==> src/rtl/control_sequencer_pkg.sv <==
// Shared definitions for the hardwired control unit: opcodes, state and class codes,
// and the packed strobe bundle produced by the output decoder.
package control_sequencer_pkg;

    localparam int OPW = 5;

    localparam logic [OPW-1:0] OP_LD   = 5'b00000;
    localparam logic [OPW-1:0] OP_LDI  = 5'b00001;
    localparam logic [OPW-1:0] OP_ST   = 5'b00010;
    localparam logic [OPW-1:0] OP_ADD  = 5'b00011;
    localparam logic [OPW-1:0] OP_SUB  = 5'b00100;
    localparam logic [OPW-1:0] OP_AND  = 5'b00101;
    localparam logic [OPW-1:0] OP_OR   = 5'b00110;
    localparam logic [OPW-1:0] OP_SHR  = 5'b00111;
    localparam logic [OPW-1:0] OP_SHL  = 5'b01000;
    localparam logic [OPW-1:0] OP_ROR  = 5'b01001;
    localparam logic [OPW-1:0] OP_ROL  = 5'b01010;
    localparam logic [OPW-1:0] OP_ADDI = 5'b01011;
    localparam logic [OPW-1:0] OP_ANDI = 5'b01100;
    localparam logic [OPW-1:0] OP_ORI  = 5'b01101;
    localparam logic [OPW-1:0] OP_MUL  = 5'b01110;
    localparam logic [OPW-1:0] OP_DIV  = 5'b01111;
    localparam logic [OPW-1:0] OP_NEG  = 5'b10000;
    localparam logic [OPW-1:0] OP_NOT  = 5'b10001;
    localparam logic [OPW-1:0] OP_BR   = 5'b10010;
    localparam logic [OPW-1:0] OP_JR   = 5'b10011;
    localparam logic [OPW-1:0] OP_JAL  = 5'b10100;
    localparam logic [OPW-1:0] OP_IN   = 5'b10101;
    localparam logic [OPW-1:0] OP_OUT  = 5'b10110;
    localparam logic [OPW-1:0] OP_MFHI = 5'b10111;
    localparam logic [OPW-1:0] OP_MFLO = 5'b11000;
    localparam logic [OPW-1:0] OP_NOP  = 5'b11001;
    localparam logic [OPW-1:0] OP_HALT = 5'b11010;

    // Address and branch-target arithmetic always use the ADD function code.
    localparam logic [OPW-1:0] ALU_ADD = OP_ADD;

    typedef enum logic [3:0] {
        S_RESET, S_T0, S_T1, S_T2, S_T3, S_T4, S_T5, S_T6, S_T7, S_HALT
    } state_t;

    typedef enum logic [3:0] {
        CL_RR, CL_IMM, CL_UN, CL_MD, CL_LD, CL_LDI, CL_ST, CL_BR,
        CL_JR, CL_JAL, CL_IN, CL_OUT, CL_MFHI, CL_MFLO, CL_NOP, CL_HALT
    } op_class_t;

    typedef struct packed {
        logic pc_out, zhigh_out, zlow_out, mdr_out, hi_out, lo_out, inport_out, c_out, ba_out;
        logic mar_in, z_in, pc_in, mdr_in, ir_in, y_in, hi_in, lo_in, outport_in, con_in, r_in;
        logic gra, grb, grc, r_out, inc_pc, read, write;
    } strobes_t;

endpackage

==> src/rtl/control_sequencer_if.sv <==
// Datapath-facing control bundle: instruction/condition inputs to the sequencer and
// every strobe it drives back into the datapath.
interface control_sequencer_if;
    import control_sequencer_pkg::*;

    logic [31:0]    IR;
    logic           CON_FF;
    logic           Stop;
    logic           PCout, Zhighout, Zlowout, MDRout, HIout, LOout, InPortout, Cout, BAout;
    logic           MARin, Zin, PCin, MDRin, IRin, Yin, HIin, LOin, OutPortin, CONin, Rin;
    logic           Gra, Grb, Grc, Rout, IncPC, Read, Write;
    logic [OPW-1:0] alu_op;
    logic           Run;

    modport master (
        input  IR, CON_FF, Stop,
        output PCout, Zhighout, Zlowout, MDRout, HIout, LOout, InPortout, Cout, BAout,
        output MARin, Zin, PCin, MDRin, IRin, Yin, HIin, LOin, OutPortin, CONin, Rin,
        output Gra, Grb, Grc, Rout, IncPC, Read, Write, alu_op, Run
    );

    modport slave (
        output IR, CON_FF, Stop,
        input  PCout, Zhighout, Zlowout, MDRout, HIout, LOout, InPortout, Cout, BAout,
        input  MARin, Zin, PCin, MDRin, IRin, Yin, HIin, LOin, OutPortin, CONin, Rin,
        input  Gra, Grb, Grc, Rout, IncPC, Read, Write, alu_op, Run
    );
endinterface

==> src/rtl/ctrl_class_decode.sv <==
// Combinational opcode -> instruction class map; unlisted opcodes behave as nop.
module ctrl_class_decode
    import control_sequencer_pkg::*;
(
    input  logic [OPW-1:0] opcode,
    output op_class_t      op_class
);
    always_comb begin
        op_class = CL_NOP;
        case (opcode)
            OP_ADD, OP_SUB, OP_AND, OP_OR,
            OP_SHR, OP_SHL, OP_ROR, OP_ROL: op_class = CL_RR;
            OP_ADDI, OP_ANDI, OP_ORI:       op_class = CL_IMM;
            OP_NEG, OP_NOT:                 op_class = CL_UN;
            OP_MUL, OP_DIV:                 op_class = CL_MD;
            OP_LD:                          op_class = CL_LD;
            OP_LDI:                         op_class = CL_LDI;
            OP_ST:                          op_class = CL_ST;
            OP_BR:                          op_class = CL_BR;
            OP_JR:                          op_class = CL_JR;
            OP_JAL:                         op_class = CL_JAL;
            OP_IN:                          op_class = CL_IN;
            OP_OUT:                         op_class = CL_OUT;
            OP_MFHI:                        op_class = CL_MFHI;
            OP_MFLO:                        op_class = CL_MFLO;
            OP_HALT:                        op_class = CL_HALT;
            default:                        op_class = CL_NOP;
        endcase
    end
endmodule

==> src/rtl/control_sequencer.sv <==
// Hardwired control sequencer: fetch T0-T2, class-dependent execute T3-T7,
// Moore strobes decoded from the current step and latched opcode.
module control_sequencer
    import control_sequencer_pkg::*;
(
    input  logic                 Clock,
    input  logic                 Clear,
    control_sequencer_if.master  bus
);
    state_t         state_reg, state_next;
    logic [OPW-1:0] op_reg;
    logic [OPW-1:0] dec_opcode;
    op_class_t      op_class;
    strobes_t       strb;
    logic [OPW-1:0] alu_op_next;
    logic           last_step;
    logic [26:0]    unused_ir;

    assign unused_ir = bus.IR[26:0];

    // During T2 the class comes straight from IR so nop/halt can exit fetch;
    // afterwards only the latched opcode steers the sequence.
    assign dec_opcode = (state_reg == S_T2) ? bus.IR[31:27] : op_reg;

    ctrl_class_decode u_class_decode (
        .opcode   (dec_opcode),
        .op_class (op_class)
    );

    always_ff @(posedge Clock or negedge Clear) begin
        if (!Clear) begin
            state_reg <= S_RESET;
            op_reg    <= '0;
        end else begin
            state_reg <= state_next;
            if (state_reg == S_T2)
                op_reg <= bus.IR[31:27];
        end
    end

    always_comb begin
        strb        = '0;
        alu_op_next = '0;
        last_step   = 1'b0;
        case (state_reg)
            S_T0: begin strb.pc_out = 1'b1; strb.mar_in = 1'b1; strb.inc_pc = 1'b1; strb.z_in = 1'b1; end
            S_T1: begin strb.zlow_out = 1'b1; strb.pc_in = 1'b1; strb.read = 1'b1; strb.mdr_in = 1'b1; end
            S_T2: begin strb.mdr_out = 1'b1; strb.ir_in = 1'b1; end
            S_T3: begin
                case (op_class)
                    CL_RR, CL_IMM: begin strb.grb = 1'b1; strb.r_out = 1'b1; strb.y_in = 1'b1; end
                    CL_UN: begin strb.grb = 1'b1; strb.r_out = 1'b1; strb.z_in = 1'b1; alu_op_next = op_reg; end
                    CL_MD: begin strb.gra = 1'b1; strb.r_out = 1'b1; strb.y_in = 1'b1; end
                    CL_LD, CL_LDI, CL_ST: begin strb.grb = 1'b1; strb.ba_out = 1'b1; strb.y_in = 1'b1; end
                    CL_BR: begin strb.gra = 1'b1; strb.r_out = 1'b1; strb.con_in = 1'b1; end
                    CL_JR: begin strb.gra = 1'b1; strb.r_out = 1'b1; strb.pc_in = 1'b1; last_step = 1'b1; end
                    CL_JAL: begin strb.pc_out = 1'b1; strb.grb = 1'b1; strb.r_in = 1'b1; end
                    CL_IN: begin strb.inport_out = 1'b1; strb.gra = 1'b1; strb.r_in = 1'b1; last_step = 1'b1; end
                    CL_OUT: begin strb.gra = 1'b1; strb.r_out = 1'b1; strb.outport_in = 1'b1; last_step = 1'b1; end
                    CL_MFHI: begin strb.hi_out = 1'b1; strb.gra = 1'b1; strb.r_in = 1'b1; last_step = 1'b1; end
                    CL_MFLO: begin strb.lo_out = 1'b1; strb.gra = 1'b1; strb.r_in = 1'b1; last_step = 1'b1; end
                    default: last_step = 1'b1;
                endcase
            end
            S_T4: begin
                case (op_class)
                    CL_RR: begin strb.grc = 1'b1; strb.r_out = 1'b1; strb.z_in = 1'b1; alu_op_next = op_reg; end
                    CL_IMM: begin strb.c_out = 1'b1; strb.z_in = 1'b1; alu_op_next = op_reg; end
                    CL_UN: begin strb.zlow_out = 1'b1; strb.gra = 1'b1; strb.r_in = 1'b1; last_step = 1'b1; end
                    CL_MD: begin strb.grb = 1'b1; strb.r_out = 1'b1; strb.z_in = 1'b1; alu_op_next = op_reg; end
                    CL_LD, CL_LDI, CL_ST: begin strb.c_out = 1'b1; strb.z_in = 1'b1; alu_op_next = ALU_ADD; end
                    CL_BR: begin strb.pc_out = 1'b1; strb.y_in = 1'b1; end
                    CL_JAL: begin strb.gra = 1'b1; strb.r_out = 1'b1; strb.pc_in = 1'b1; last_step = 1'b1; end
                    default: last_step = 1'b1;
                endcase
            end
            S_T5: begin
                case (op_class)
                    CL_RR, CL_IMM, CL_LDI: begin
                        strb.zlow_out = 1'b1; strb.gra = 1'b1; strb.r_in = 1'b1; last_step = 1'b1;
                    end
                    CL_MD: begin strb.zlow_out = 1'b1; strb.lo_in = 1'b1; end
                    CL_LD, CL_ST: begin strb.zlow_out = 1'b1; strb.mar_in = 1'b1; end
                    CL_BR: begin strb.c_out = 1'b1; strb.z_in = 1'b1; alu_op_next = ALU_ADD; end
                    default: last_step = 1'b1;
                endcase
            end
            S_T6: begin
                case (op_class)
                    CL_MD: begin strb.zhigh_out = 1'b1; strb.hi_in = 1'b1; last_step = 1'b1; end
                    CL_LD: begin strb.read = 1'b1; strb.mdr_in = 1'b1; end
                    CL_ST: begin strb.gra = 1'b1; strb.r_out = 1'b1; strb.mdr_in = 1'b1; end
                    // Not-taken branches still spend this step so branch latency is fixed.
                    CL_BR: begin
                        strb.zlow_out = bus.CON_FF; strb.pc_in = bus.CON_FF; last_step = 1'b1;
                    end
                    default: last_step = 1'b1;
                endcase
            end
            S_T7: begin
                case (op_class)
                    CL_LD: begin strb.mdr_out = 1'b1; strb.gra = 1'b1; strb.r_in = 1'b1; last_step = 1'b1; end
                    CL_ST: begin strb.write = 1'b1; last_step = 1'b1; end
                    default: last_step = 1'b1;
                endcase
            end
            default: ;
        endcase
    end

    always_comb begin
        state_next = state_reg;
        case (state_reg)
            S_RESET: state_next = S_T0;
            S_T0:    state_next = S_T1;
            S_T1:    state_next = S_T2;
            S_T2: begin
                if (op_class == CL_HALT)     state_next = S_HALT;
                else if (op_class == CL_NOP) state_next = bus.Stop ? S_HALT : S_T0;
                else                         state_next = S_T3;
            end
            S_T3, S_T4, S_T5, S_T6, S_T7: begin
                if (last_step)               state_next = bus.Stop ? S_HALT : S_T0;
                else                         state_next = state_t'(state_reg + 4'd1);
            end
            S_HALT:  state_next = S_HALT;
            default: state_next = S_RESET;
        endcase
    end

    assign bus.PCout     = strb.pc_out;
    assign bus.Zhighout  = strb.zhigh_out;
    assign bus.Zlowout   = strb.zlow_out;
    assign bus.MDRout    = strb.mdr_out;
    assign bus.HIout     = strb.hi_out;
    assign bus.LOout     = strb.lo_out;
    assign bus.InPortout = strb.inport_out;
    assign bus.Cout      = strb.c_out;
    assign bus.BAout     = strb.ba_out;
    assign bus.MARin     = strb.mar_in;
    assign bus.Zin       = strb.z_in;
    assign bus.PCin      = strb.pc_in;
    assign bus.MDRin     = strb.mdr_in;
    assign bus.IRin      = strb.ir_in;
    assign bus.Yin       = strb.y_in;
    assign bus.HIin      = strb.hi_in;
    assign bus.LOin      = strb.lo_in;
    assign bus.OutPortin = strb.outport_in;
    assign bus.CONin     = strb.con_in;
    assign bus.Rin       = strb.r_in;
    assign bus.Gra       = strb.gra;
    assign bus.Grb       = strb.grb;
    assign bus.Grc       = strb.grc;
    assign bus.Rout      = strb.r_out;
    assign bus.IncPC     = strb.inc_pc;
    assign bus.Read      = strb.read;
    assign bus.Write     = strb.write;
    assign bus.alu_op    = alu_op_next;
    assign bus.Run       = (state_reg != S_RESET) && (state_reg != S_HALT);

endmodule

==> src/flat_wrapper.sv <==
// flat-port wrapper written by rule: the top's interface ports become plain ports
module control_sequencer_flat import control_sequencer_pkg::*;
  (Clock, Clear, bus_IR, bus_CON_FF, bus_Stop, bus_PCout, bus_Zhighout, bus_Zlowout, bus_MDRout, bus_HIout, bus_LOout, bus_InPortout, bus_Cout, bus_BAout, bus_MARin, bus_Zin, bus_PCin, bus_MDRin, bus_IRin, bus_Yin, bus_HIin, bus_LOin, bus_OutPortin, bus_CONin, bus_Rin, bus_Gra, bus_Grb, bus_Grc, bus_Rout, bus_IncPC, bus_Read, bus_Write, bus_alu_op, bus_Run);
  control_sequencer_if bus_i ();
  input  logic Clock;
  input  logic Clear;
  input wire logic [$bits(bus_i.IR)-1:0] bus_IR;
  input wire logic [$bits(bus_i.CON_FF)-1:0] bus_CON_FF;
  input wire logic [$bits(bus_i.Stop)-1:0] bus_Stop;
  output wire logic [$bits(bus_i.PCout)-1:0] bus_PCout;
  output wire logic [$bits(bus_i.Zhighout)-1:0] bus_Zhighout;
  output wire logic [$bits(bus_i.Zlowout)-1:0] bus_Zlowout;
  output wire logic [$bits(bus_i.MDRout)-1:0] bus_MDRout;
  output wire logic [$bits(bus_i.HIout)-1:0] bus_HIout;
  output wire logic [$bits(bus_i.LOout)-1:0] bus_LOout;
  output wire logic [$bits(bus_i.InPortout)-1:0] bus_InPortout;
  output wire logic [$bits(bus_i.Cout)-1:0] bus_Cout;
  output wire logic [$bits(bus_i.BAout)-1:0] bus_BAout;
  output wire logic [$bits(bus_i.MARin)-1:0] bus_MARin;
  output wire logic [$bits(bus_i.Zin)-1:0] bus_Zin;
  output wire logic [$bits(bus_i.PCin)-1:0] bus_PCin;
  output wire logic [$bits(bus_i.MDRin)-1:0] bus_MDRin;
  output wire logic [$bits(bus_i.IRin)-1:0] bus_IRin;
  output wire logic [$bits(bus_i.Yin)-1:0] bus_Yin;
  output wire logic [$bits(bus_i.HIin)-1:0] bus_HIin;
  output wire logic [$bits(bus_i.LOin)-1:0] bus_LOin;
  output wire logic [$bits(bus_i.OutPortin)-1:0] bus_OutPortin;
  output wire logic [$bits(bus_i.CONin)-1:0] bus_CONin;
  output wire logic [$bits(bus_i.Rin)-1:0] bus_Rin;
  output wire logic [$bits(bus_i.Gra)-1:0] bus_Gra;
  output wire logic [$bits(bus_i.Grb)-1:0] bus_Grb;
  output wire logic [$bits(bus_i.Grc)-1:0] bus_Grc;
  output wire logic [$bits(bus_i.Rout)-1:0] bus_Rout;
  output wire logic [$bits(bus_i.IncPC)-1:0] bus_IncPC;
  output wire logic [$bits(bus_i.Read)-1:0] bus_Read;
  output wire logic [$bits(bus_i.Write)-1:0] bus_Write;
  output wire logic [$bits(bus_i.alu_op)-1:0] bus_alu_op;
  output wire logic [$bits(bus_i.Run)-1:0] bus_Run;
  assign bus_i.IR = bus_IR;
  assign bus_i.CON_FF = bus_CON_FF;
  assign bus_i.Stop = bus_Stop;
  assign bus_PCout = bus_i.PCout;
  assign bus_Zhighout = bus_i.Zhighout;
  assign bus_Zlowout = bus_i.Zlowout;
  assign bus_MDRout = bus_i.MDRout;
  assign bus_HIout = bus_i.HIout;
  assign bus_LOout = bus_i.LOout;
  assign bus_InPortout = bus_i.InPortout;
  assign bus_Cout = bus_i.Cout;
  assign bus_BAout = bus_i.BAout;
  assign bus_MARin = bus_i.MARin;
  assign bus_Zin = bus_i.Zin;
  assign bus_PCin = bus_i.PCin;
  assign bus_MDRin = bus_i.MDRin;
  assign bus_IRin = bus_i.IRin;
  assign bus_Yin = bus_i.Yin;
  assign bus_HIin = bus_i.HIin;
  assign bus_LOin = bus_i.LOin;
  assign bus_OutPortin = bus_i.OutPortin;
  assign bus_CONin = bus_i.CONin;
  assign bus_Rin = bus_i.Rin;
  assign bus_Gra = bus_i.Gra;
  assign bus_Grb = bus_i.Grb;
  assign bus_Grc = bus_i.Grc;
  assign bus_Rout = bus_i.Rout;
  assign bus_IncPC = bus_i.IncPC;
  assign bus_Read = bus_i.Read;
  assign bus_Write = bus_i.Write;
  assign bus_alu_op = bus_i.alu_op;
  assign bus_Run = bus_i.Run;
  control_sequencer u_core (.Clock(Clock), .Clear(Clear), .bus(bus_i));
endmodule
==> config.mk <==
export PLATFORM = sky130hd
export DESIGN_NAME = control_sequencer_flat
export DESIGN_NICKNAME = d
export VERILOG_FILES = /design/src/rtl/control_sequencer_pkg.sv /design/src/rtl/control_sequencer_if.sv /design/src/rtl/ctrl_class_decode.sv /design/src/rtl/control_sequencer.sv /design/src/flat_wrapper.sv
export SDC_FILE = /design/constraint.sdc
export NUM_CORES = 1
export LEC_CHECK = 0
export CORE_ASPECT_RATIO = 0.75
export CORE_UTILIZATION = 23
export DETAILED_ROUTE_END_ITERATION = 8
export HOLD_SLACK_MARGIN = 0.05
export PLACE_DENSITY_LB_ADDON = 0.1
export SLEW_MARGIN = 5
export SYNTH_ARGS = -nofsm -noshare
export SYNTH_HDL_FRONTEND = slang
export SYNTH_SLANG_ARGS = --single-unit
==> constraint.sdc <==
create_clock -name Clock -period 4.73 [get_ports Clock]
set_input_delay 0.7095 -clock Clock [delete_from_list [all_inputs] [get_ports Clock]]
set_output_delay 0.7095 -clock Clock [all_outputs]
set_load 0.1 [all_outputs]
## After elaboration in Yosys (flattened, before gate mapping)

Memories as Yosys holds them, arrays and structs flattened.
Cells that the tools add are included.

| storage, ports and cells | value |
|---|---|
| flip-flop bits (word level) | 9 |
| memory bits (read-only) | 128 |
| output and inout port bits | 33 |
| logic and storage cells | 112 |
| memories kept | 1 |

Memory list:

| name | depth | width | rd ports | clocked after Yosys merged registers in | write ports | line | RTL |
|---|---|---|---|---|---|---|---|
| (name not given) | 32 | 4 | 1 | 0 | 0 | ctrl_class_decode.sv:10 | `case (opcode)` |

| operators by class | value |
|---|---|
| add/subtract/negate cells | 1 |
| equal/unequal tests | 25 |
| multiplexer cells | 63 |
| reductions and logical operators | 20 |

Operators by type and width:

| cell | count |
|---|---|
| $eq A4 B4 Y1 const B | 10 |
| $mux W1 | 34 |
| $eq A4 B3 Y1 const B | 8 |
| $reduce_or A7 Y1 | 4 |
| $pmux W4 S6 | 1 |
| $eq A4 B2 Y1 const B | 4 |
| $mux W4 | 4 |
| $pmux W1 S4 | 4 |
| $pmux W5 S3 | 1 |
| $pmux W1 S2 | 7 |
| $reduce_or A3 Y1 | 4 |
| $reduce_or A4 Y1 | 3 |
| $mux W5 | 2 |
| $pmux W1 S5 | 2 |
| $pmux W5 S2 | 1 |
| $reduce_or A9 Y1 | 1 |
| $eq A4 B1 Y1 const B | 2 |
| $logic_not A4 Y1 | 2 |
| $mux W2 | 4 |
| $pmux W1 S3 | 2 |
| $reduce_or A6 Y1 | 1 |
| $reduce_or A5 Y1 | 1 |
| $add A4 B1 Y4 const B | 1 |
| $ne A4 B4 Y1 const B | 1 |
| other kinds (4) | 5 |

## Longest topological paths before layout

Gate-level depths: netlist of the first run.
An unclocked memory read counts as a cell.

| logic depth | value |
|---|---|
| word-level depth | 9 |
| mapped depth | 16 |
| mapped depth without buffers | 14 |

## Hierarchy

Synthesis of the first run repeated with hierarchy kept, for this count alone.

| unflattened totals | value |
|---|---|
| cells, all modules | 190 |
| area total of the unflattened synthesis | 1462.7 um^2 |

By module, submodules not included:

| module | times used | cells each | area each (um^2) |
|---|---|---|---|
| control_sequencer | 1 | 155 | 1206.2 |
| ctrl_class_decode | 1 | 35 | 256.5 |

## Least setup slack after synthesis of the first run

No wires, ideal clock.

| timing path | value |
|---|---|
| kind | register to output |
| start | register u_core.state_reg[0] |
| end | output bus_PCin |
| data arrival time | 5.135 ns |
| data required time | 4.021 ns |
| slack | -1.115 ns |
| stages on the path, launching flop included | 16 |
| buffers on the path | 2 |
| path through | dfrtp_1 > ha_1 > or3b_4 > clkinv_4 > buf_4 > nand2_1 > nand2_1 > ha_1 > nor3b_1 > mux2_2 > nor4_4 > nor2_1 > buf_2 > nor2_1 > a21oi_1 > o31ai_1 |

| on the way | value |
|---|---|
| longest elaborated chain between the ends | 6 |
| elaborated cells between the ends (all ways) | 14 |

Ends and longest elaborated chain:

| item | line | RTL |
|---|---|---|
| from (decl) | control_sequencer.sv:10 | `state_t state_reg, state_next;` |
| from (signal assigned) | control_sequencer.sv:35 | `state_reg <= state_next;` |
| $eq A4 B2 Y1 (*) | control_sequencer.sv:23 | `assign dec_opcode = (state_reg == S_T2) ? bus.IR[31:27] : op_reg;` |
| $mux W5 (*) | control_sequencer.sv:23 |  |
| named net u_core.dec_opcode[1] | control_sequencer.sv:12 | `logic [OPW-1:0] dec_opcode;` |
| $mem_v2 Z32 W4 (*) | -- |  |
| $eq A4 B3 Y1 (tied with other cells) | control_sequencer.sv:89 | `case (op_class)` |
| $mux W1 (on tied branches) | control_sequencer.sv:89, control_sequencer.sv:50, control_sequencer.sv:66 |  |
| $pmux W1 S4 (*) | control_sequencer.sv:45 | `case (state_reg)` |
| to (decl) | flat_wrapper.sv:21 | `output wire logic [$bits(bus_i.PCin)-1:0] bus_PCin;` |

The timed path passes the listed nets; every way through them passes the cells marked *.

## Worst setup path in the final report of the first run

| timing path | value |
|---|---|
| start | register u_core.state_reg[0] |
| end | output bus_Zin |

| on the way | value |
|---|---|
| longest elaborated chain between the ends | 7 |
| elaborated cells between the ends (all ways) | 20 |

Ends and longest elaborated chain:

| item | line | RTL |
|---|---|---|
| $eq A4 B2 Y1 | control_sequencer.sv:23 |  |
| $mux W5 | control_sequencer.sv:23 |  |
| $mem_v2 Z32 W4 | -- |  |
| $eq A4 B1 Y1 (tied with other cells) | control_sequencer.sv:66 | `case (op_class)` |
| $reduce_or A6 Y1 (no line) | -- |  |
| $mux W1 | control_sequencer.sv:66 |  |
| $pmux W1 S4 (*) | control_sequencer.sv:45 |  |
| to (decl) | flat_wrapper.sv:20 | `output wire logic [$bits(bus_i.Zin)-1:0] bus_Zin;` |

Mark *: on every way between the ends. The rest lies on a longest branch, timed or not.

==> run_results.csv, run 1 <==
group,metric,value,unit
outcome,outcome,"finished with violations",
outcome,violations,"DRC",
global_routing,grt_pass1_wl,8720,um
floorplanning,start_util,24.4,%
drt,wl_met2,2210,um
finish,antenna_cells,0,
synthesis,synth.net_count,248,
synthesis,synth.distinct_cells,62,
timing,fin_crit_sh,96.3,%
cts,root_buffer,"clkbuf_8",
worst_setup_path,critPathMaxFanout,13,
worst_setup_path,critPathLaunchType,"register",
floorplanning,core,0.00647,mm^2
drt,drt_iter0_markers,70,
finish,largest_reg_flops,5,
timing,setup_ws,0.177,ns
global_routing,grt_pass1_vias,1662,
synthesis,postSynth.asyncResetShare,100,%
run,max_cap_viol_count,0,
synthesis,syn_area,0.00158,mm^2
finish,fillCellCount,656,
cts,cts_buffers,3,
floorplanning,io_pins,69,
timing,fmax,0.220,GHz
timing,slew_viol_final,0,
global_routing,gr-total-overflow,0,
global_routing,track_usage,15.3,%
finish,final_cell_mix,"28 x buf_12, 18 x nor2_1, 17 x nand2_1",
drt,firstDrtPassIters,6,
worst_setup_path,crit_type,"reg -> out",
cts,cts_tree,"done",
finish,num-nets-final,289,
cts,clock-sinks,9,
place,dpl_cell_area,0.00245,mm^2
floorplanning,rows,25,
floorplanning,die-area,0.00721,mm^2
synthesis,seq_area_frac_synth,14.3,%
drt,drc_errors,14,
floorplanning,die_w,97.7,um
timing,layout_min_cycle_time,4.55,ns
synthesis,synth_edf_count,0,
drt,top_layer,"met4",
timing,max-slew-margin-rel,35.3,%
drt,m1WireLength,2770,um
place,gp_congestion,0.775,
hold_path,hp-class,"reg -> reg",
synthesis,yosysWarnings,0,
cts,postCtsSetupBuffers,0,
timing,setup_viol,0,
finish,area_delta_synth_final,59.5,%
floorplanning,die_h,73.8,um
global_routing,antenna_found_initial,0,
finish,fin_area,0.00252,mm^2
cts,worstSkewPairLatency,0.23,ns
timing,hold_viol_final,0,
drt,vias_per_cell,5.22,
place,portBuffers,41,
drt,wl_per_cell,16.2,um
cts,cts_max_level,1,
cts,clock_tree.buffer_depth,2,
worst_setup_path,cp-end-kind,"output port",
global_routing,grt_max_degree,15,
cts,clkTransAtPathRegs,0.04,ns
place,post-dp-hpwl,4300,um
place,post-place-ws,0.220,ns
drt,drt_wl_total,5270,um
timing,finClkSkew,0.000227,ns
timing,rsz0062_at_grt,"false",
synthesis,synth-seq-cells,9,
finish,drive_gt1_share,35.2,%
timing,max_slew.worst_pin.slew,0.967,ns
synthesis,syn_avg_cell_area,7.75,um^2
drt,dr_total_vias,1695,
finish,final_common_cell,"buf_12",
synthesis,synth-main-ff-cell,"dfrtp_1",
worst_setup_path,critPathArrivalTime,3.84,ns
drt,ant_nets,0,
synthesis,netlist_instances,204,
cts,cts_hold_buf,0,
worst_setup_path,critical_path_required,4.02,ns
drt,routed-wl-met3,244,um
synth_stat cells (4+ instances only):
cell / n / area [um^2]
nor2_1: 23 / 86.3
nand2_1: 18 / 67.6
nor3_1: 10 / 50.1
dfrtp_1: 9 / 225
mux2i_1: 9 / 90.1
ha_1: 8 / 100
o21ai_0: 8 / 40.0
inv_1: 7 / 26.3
a21oi_1: 6 / 30.0
clkbuf_1: 6 / 22.5
nand2b_1: 6 / 37.5
nor3b_1: 6 / 45.0
and3_1: 5 / 31.3
buf_4: 4 / 30.0
final timing paths:
path	from	endpoint	slack, ns	cells after the start
setup / recovery	u_core.state_reg[0]	bus_Zin	0.18	12
hold / removal	u_core.state_reg[0]	u_core.state_reg[0]	0.55	1
setup reg to reg	u_core.state_reg[0]	u_core.state_reg[1]	1.04	12
hold reg to reg	u_core.state_reg[0]	u_core.state_reg[0]	0.55	1
max in group asynchronous	Clear	u_core.op_reg[1]	3.68	1
min in group asynchronous	Clear	u_core.state_reg[1]	0.77	1
layout make-up:
cell class                 instances  area [um^2]  share of cell area (%)
multi-input combinational        170         1340                    53.2
sequential                         9          225                    8.94
tap                               81          101                    4.02
clock buffer                       4         45.0                    1.79
timing repair buffer              52          768                    30.5
inverter                           9         38.8                    1.54
worst max-delay path, stage by stage (launching register included):
cell and delay [ns]:
dfrtp_1 0.40, ha_2 0.25, or3b_4 0.51, mux2i_4 0.24, ha_2 0.24, nor3b_1 0.14
mux2_2 0.31, nor4_4 0.34, o2111ai_2 0.19, mux2i_1 0.21, and2_4 0.23, or3_1 0.36
buf_12 0.19
layer usage:
layer / GRT usage (%) / vias up
li1: - / 840
met1: 22.6 / 801
met2: 24.2 / 48
met4: 3.37 / 0
met5: 0 / -
met3: 1.24 / 6
cell families (layout without fill, tap and decap cells):
kind of cell / Yosys count / count (layout) / synth area share [%]
compound gates: 58 / 58 / 28.7
flops: 9 / 9 / 14.3
xor+xnor: 3 / 3 / 1.66
buf+inv: 25 / 65 / 8.79
mux: 14 / 14 / 10.2
simple gates: 87 / 87 / 30.0
fa+ha+maj: 8 / 8 / 6.33
stage by stage:
step	hold slack (ns)	setup TNS [ns]	util (%)	instances
after floorplan	0.414	-0.0720	-	204
after global placement	0.555	0	37.8	321
after detailed placement	0.555	0	37.8	321
after CTS	0.562	0	38.5	325
after global routing	0.587	0	38.9	325
final	0.552	0	38.9	325
repair_timing:
item / 4_1_cts / 5_1_grt
pin swaps: 0 / 2
gates resized for setup: 1 / 6
setup endpoints to repair: 1 / 14
hold endpoints to repair: 0 / 0
Power of run 1 is left out: the tool's default activity adds up to more than one toggle a clock period on the data nets, which glitch-free logic cannot reach.
==> run 2, diff against run 1 <==
Settings changed: HOLD_SLACK_MARGIN 0.05 to 0.12, REMOVE_ABC_BUFFERS set to 1.
==> run 2 against run 1 <==
The flow still finishes with violations (DRC). Setup slack improved by 0.0077 ns. Hold slack improved by 0.0032 ns. Via count increased by 4.5%. Clock skew increased by 0.0057 ns. Cell area increased by 0.50%. Wire length increased by 6.5%. Clock-buffer cell count unchanged. Final cell count increased by 4.0%.
==> run_results.csv, run 2 (same netlist as run 1, synthesis figures left out) <==
group,metric,value,unit
global_routing,track_usage,16.2,%
cts,cts_hold_buf,0,
drt,firstDrtPassIters,6,
finish,final_cell_mix,"30 x buf_12, 24 x buf_4, 22 x nor2_1",
drt,ant_nets,0,
finish,final_common_cell,"buf_12",
drt,vias_per_cell,5.24,
timing,hold_viol_final,0,
worst_setup_path,critPathMaxFanout,7,
place,post-dp-hpwl,4580,um
global_routing,grt_pass1_wl,9050,um
timing,fin_crit_sh,96.1,%
worst_setup_path,critical_path_required,4.02,ns
cts,cts_tree,"done",
outcome,outcome,"finished with violations",
outcome,violations,"DRC",
drt,drc_errors,2,
global_routing,gr-total-overflow,0,
worst_setup_path,cp-end-kind,"output port",
timing,tns,0,ns
floorplanning,die-area,0.00721,mm^2
floorplanning,start_util,24.4,%
timing,max_slew.worst_pin.slew,0.962,ns
timing,setup_viol,0,
hold_path,holdPathStages,1,
worst_setup_path,critPathLaunchType,"register",
floorplanning,core,0.00647,mm^2
finish,largest_reg_flops,5,
floorplanning,io_pins,69,
finish,ff_latch_area,225,um^2
cts,worstSkewPairLatency,0.23,ns
global_routing,antenna_found_initial,0,
timing,finClkSkew,0.00591,ns
cts,clkTransAtPathRegs,0.04,ns
cts,root_buffer,"clkbuf_8",
finish,antenna_cells,0,
global_routing,grt_max_degree,15,
drt,drt_wl_total,5620,um
global_routing,grt_pass1_vias,1686,
worst_setup_path,crit_type,"reg -> out",
cts,cts_max_level,1,
timing,layout_min_cycle_time,4.55,ns
finish,fillCellCount,647,
finish,num-nets-final,302,
timing,slew_viol_final,0,
cts,clock-sinks,9,
finish,area_delta_synth_final,60.3,%
worst_setup_path,critical_path.startpoint,"u_core.state_reg[0]",
timing,rsz0062_at_grt,"false",
hold_path,hp-class,"reg -> reg",
hold_path,holdCritStartpoint,"u_core.state_reg[0]",
worst_setup_path,r2r_cells,14,
place,dp.cells,333,
finish,instances_no_fill,338,
floorplanning,die_w,97.7,um
timing,timing.hold.ws,0.555,ns
worst_setup_path,critPathArrivalTime,3.84,ns
floorplanning,die_h,73.8,um
worst_setup_path,r2r-start,"u_core.state_reg[0]",
timing,fmax,0.220,GHz
place,gp_congestion,0.862,
floorplanning,rows,25,
cts,clock_tree.buffer_depth,2,
drt,wl_per_cell,16.6,um
place,portBuffers,41,
drt,drt_iter0_markers,119,
finish,multiInputGateArea,0.00123,mm^2
run,max_cap_viol_count,0,
cts,cts_buffers,3,
drt,dr_total_vias,1771,
timing,max-slew-margin-rel,35.7,%
finish,drive_gt1_share,31.1,%
run 2: cell types whose count changed in the layout (fill, tap and decap cells not counted), sizes merged:
| cell | delta |
|---|---|
| buf | +13 |
run 2: layout make-up:
class                   count  area share, %
multi-input cells         170           48.6
inverters                   9           1.53
flip-flops and latches      9           8.89
repair buffers             65           35.2
well taps                  81           4.00
clock buffers               4           1.78
run 2: path summary, 6_finish.rpt:
| path | slack (ns) | endpoint |
|---|---|---|
| setup / recovery | 0.18 | bus_Rout |
| hold / removal | 0.55 | u_core.state_reg[0] |
| setup reg to reg | 1.12 | u_core.state_reg[2] |
| hold reg to reg | 0.55 | u_core.state_reg[0] |
| max in group asynchronous | 3.63 | u_core.op_reg[2] |
| min in group asynchronous | 0.79 | u_core.op_reg[3] |
run 2: worst max-delay path, stage by stage (launching register included):
cell and delay, ns:
dfrtp_1 0.40, ha_1 0.19, or3b_4 0.45, mux2i_2 0.27
inv_1 0.11, ha_1 0.30, nor2_1 0.12, mux2i_1 0.13
a221oi_4 0.37, nor2_2 0.16, buf_4 0.18, xnor2_1 0.27
nor2_1 0.08, a311o_1 0.37, buf_12 0.18
run 2: stage by stage:
stage / worst slack, ns / utilization (%) / cell area (um^2)
after CTS: 0.128 / 38.8 / 2510
after floorplan: -1.22 / - / 1480
after global placement: 0.275 / 38.1 / 2460
final: 0.184 / 39.1 / 2530
after detailed placement: 0.300 / 38.1 / 2460
after global routing: 0.00589 / 39.1 / 2530
run 2: metal layers:
layer / GRT usage (%) / wire (um) / vias to the layer above
met5: 0 / 0 / -
met2: 23.7 / 2330 / 50
met1: 23.7 / 2870 / 848
li1: - / - / 869
met4: 2.36 / 31 / 0
met3: 4.38 / 387 / 4
run 2: repair_timing:
action	CTS	global route
setup endpoints to repair	0	13
resized for setup	0	6
buffers inserted	0	1
Power of run 2 is left out for the same reason.
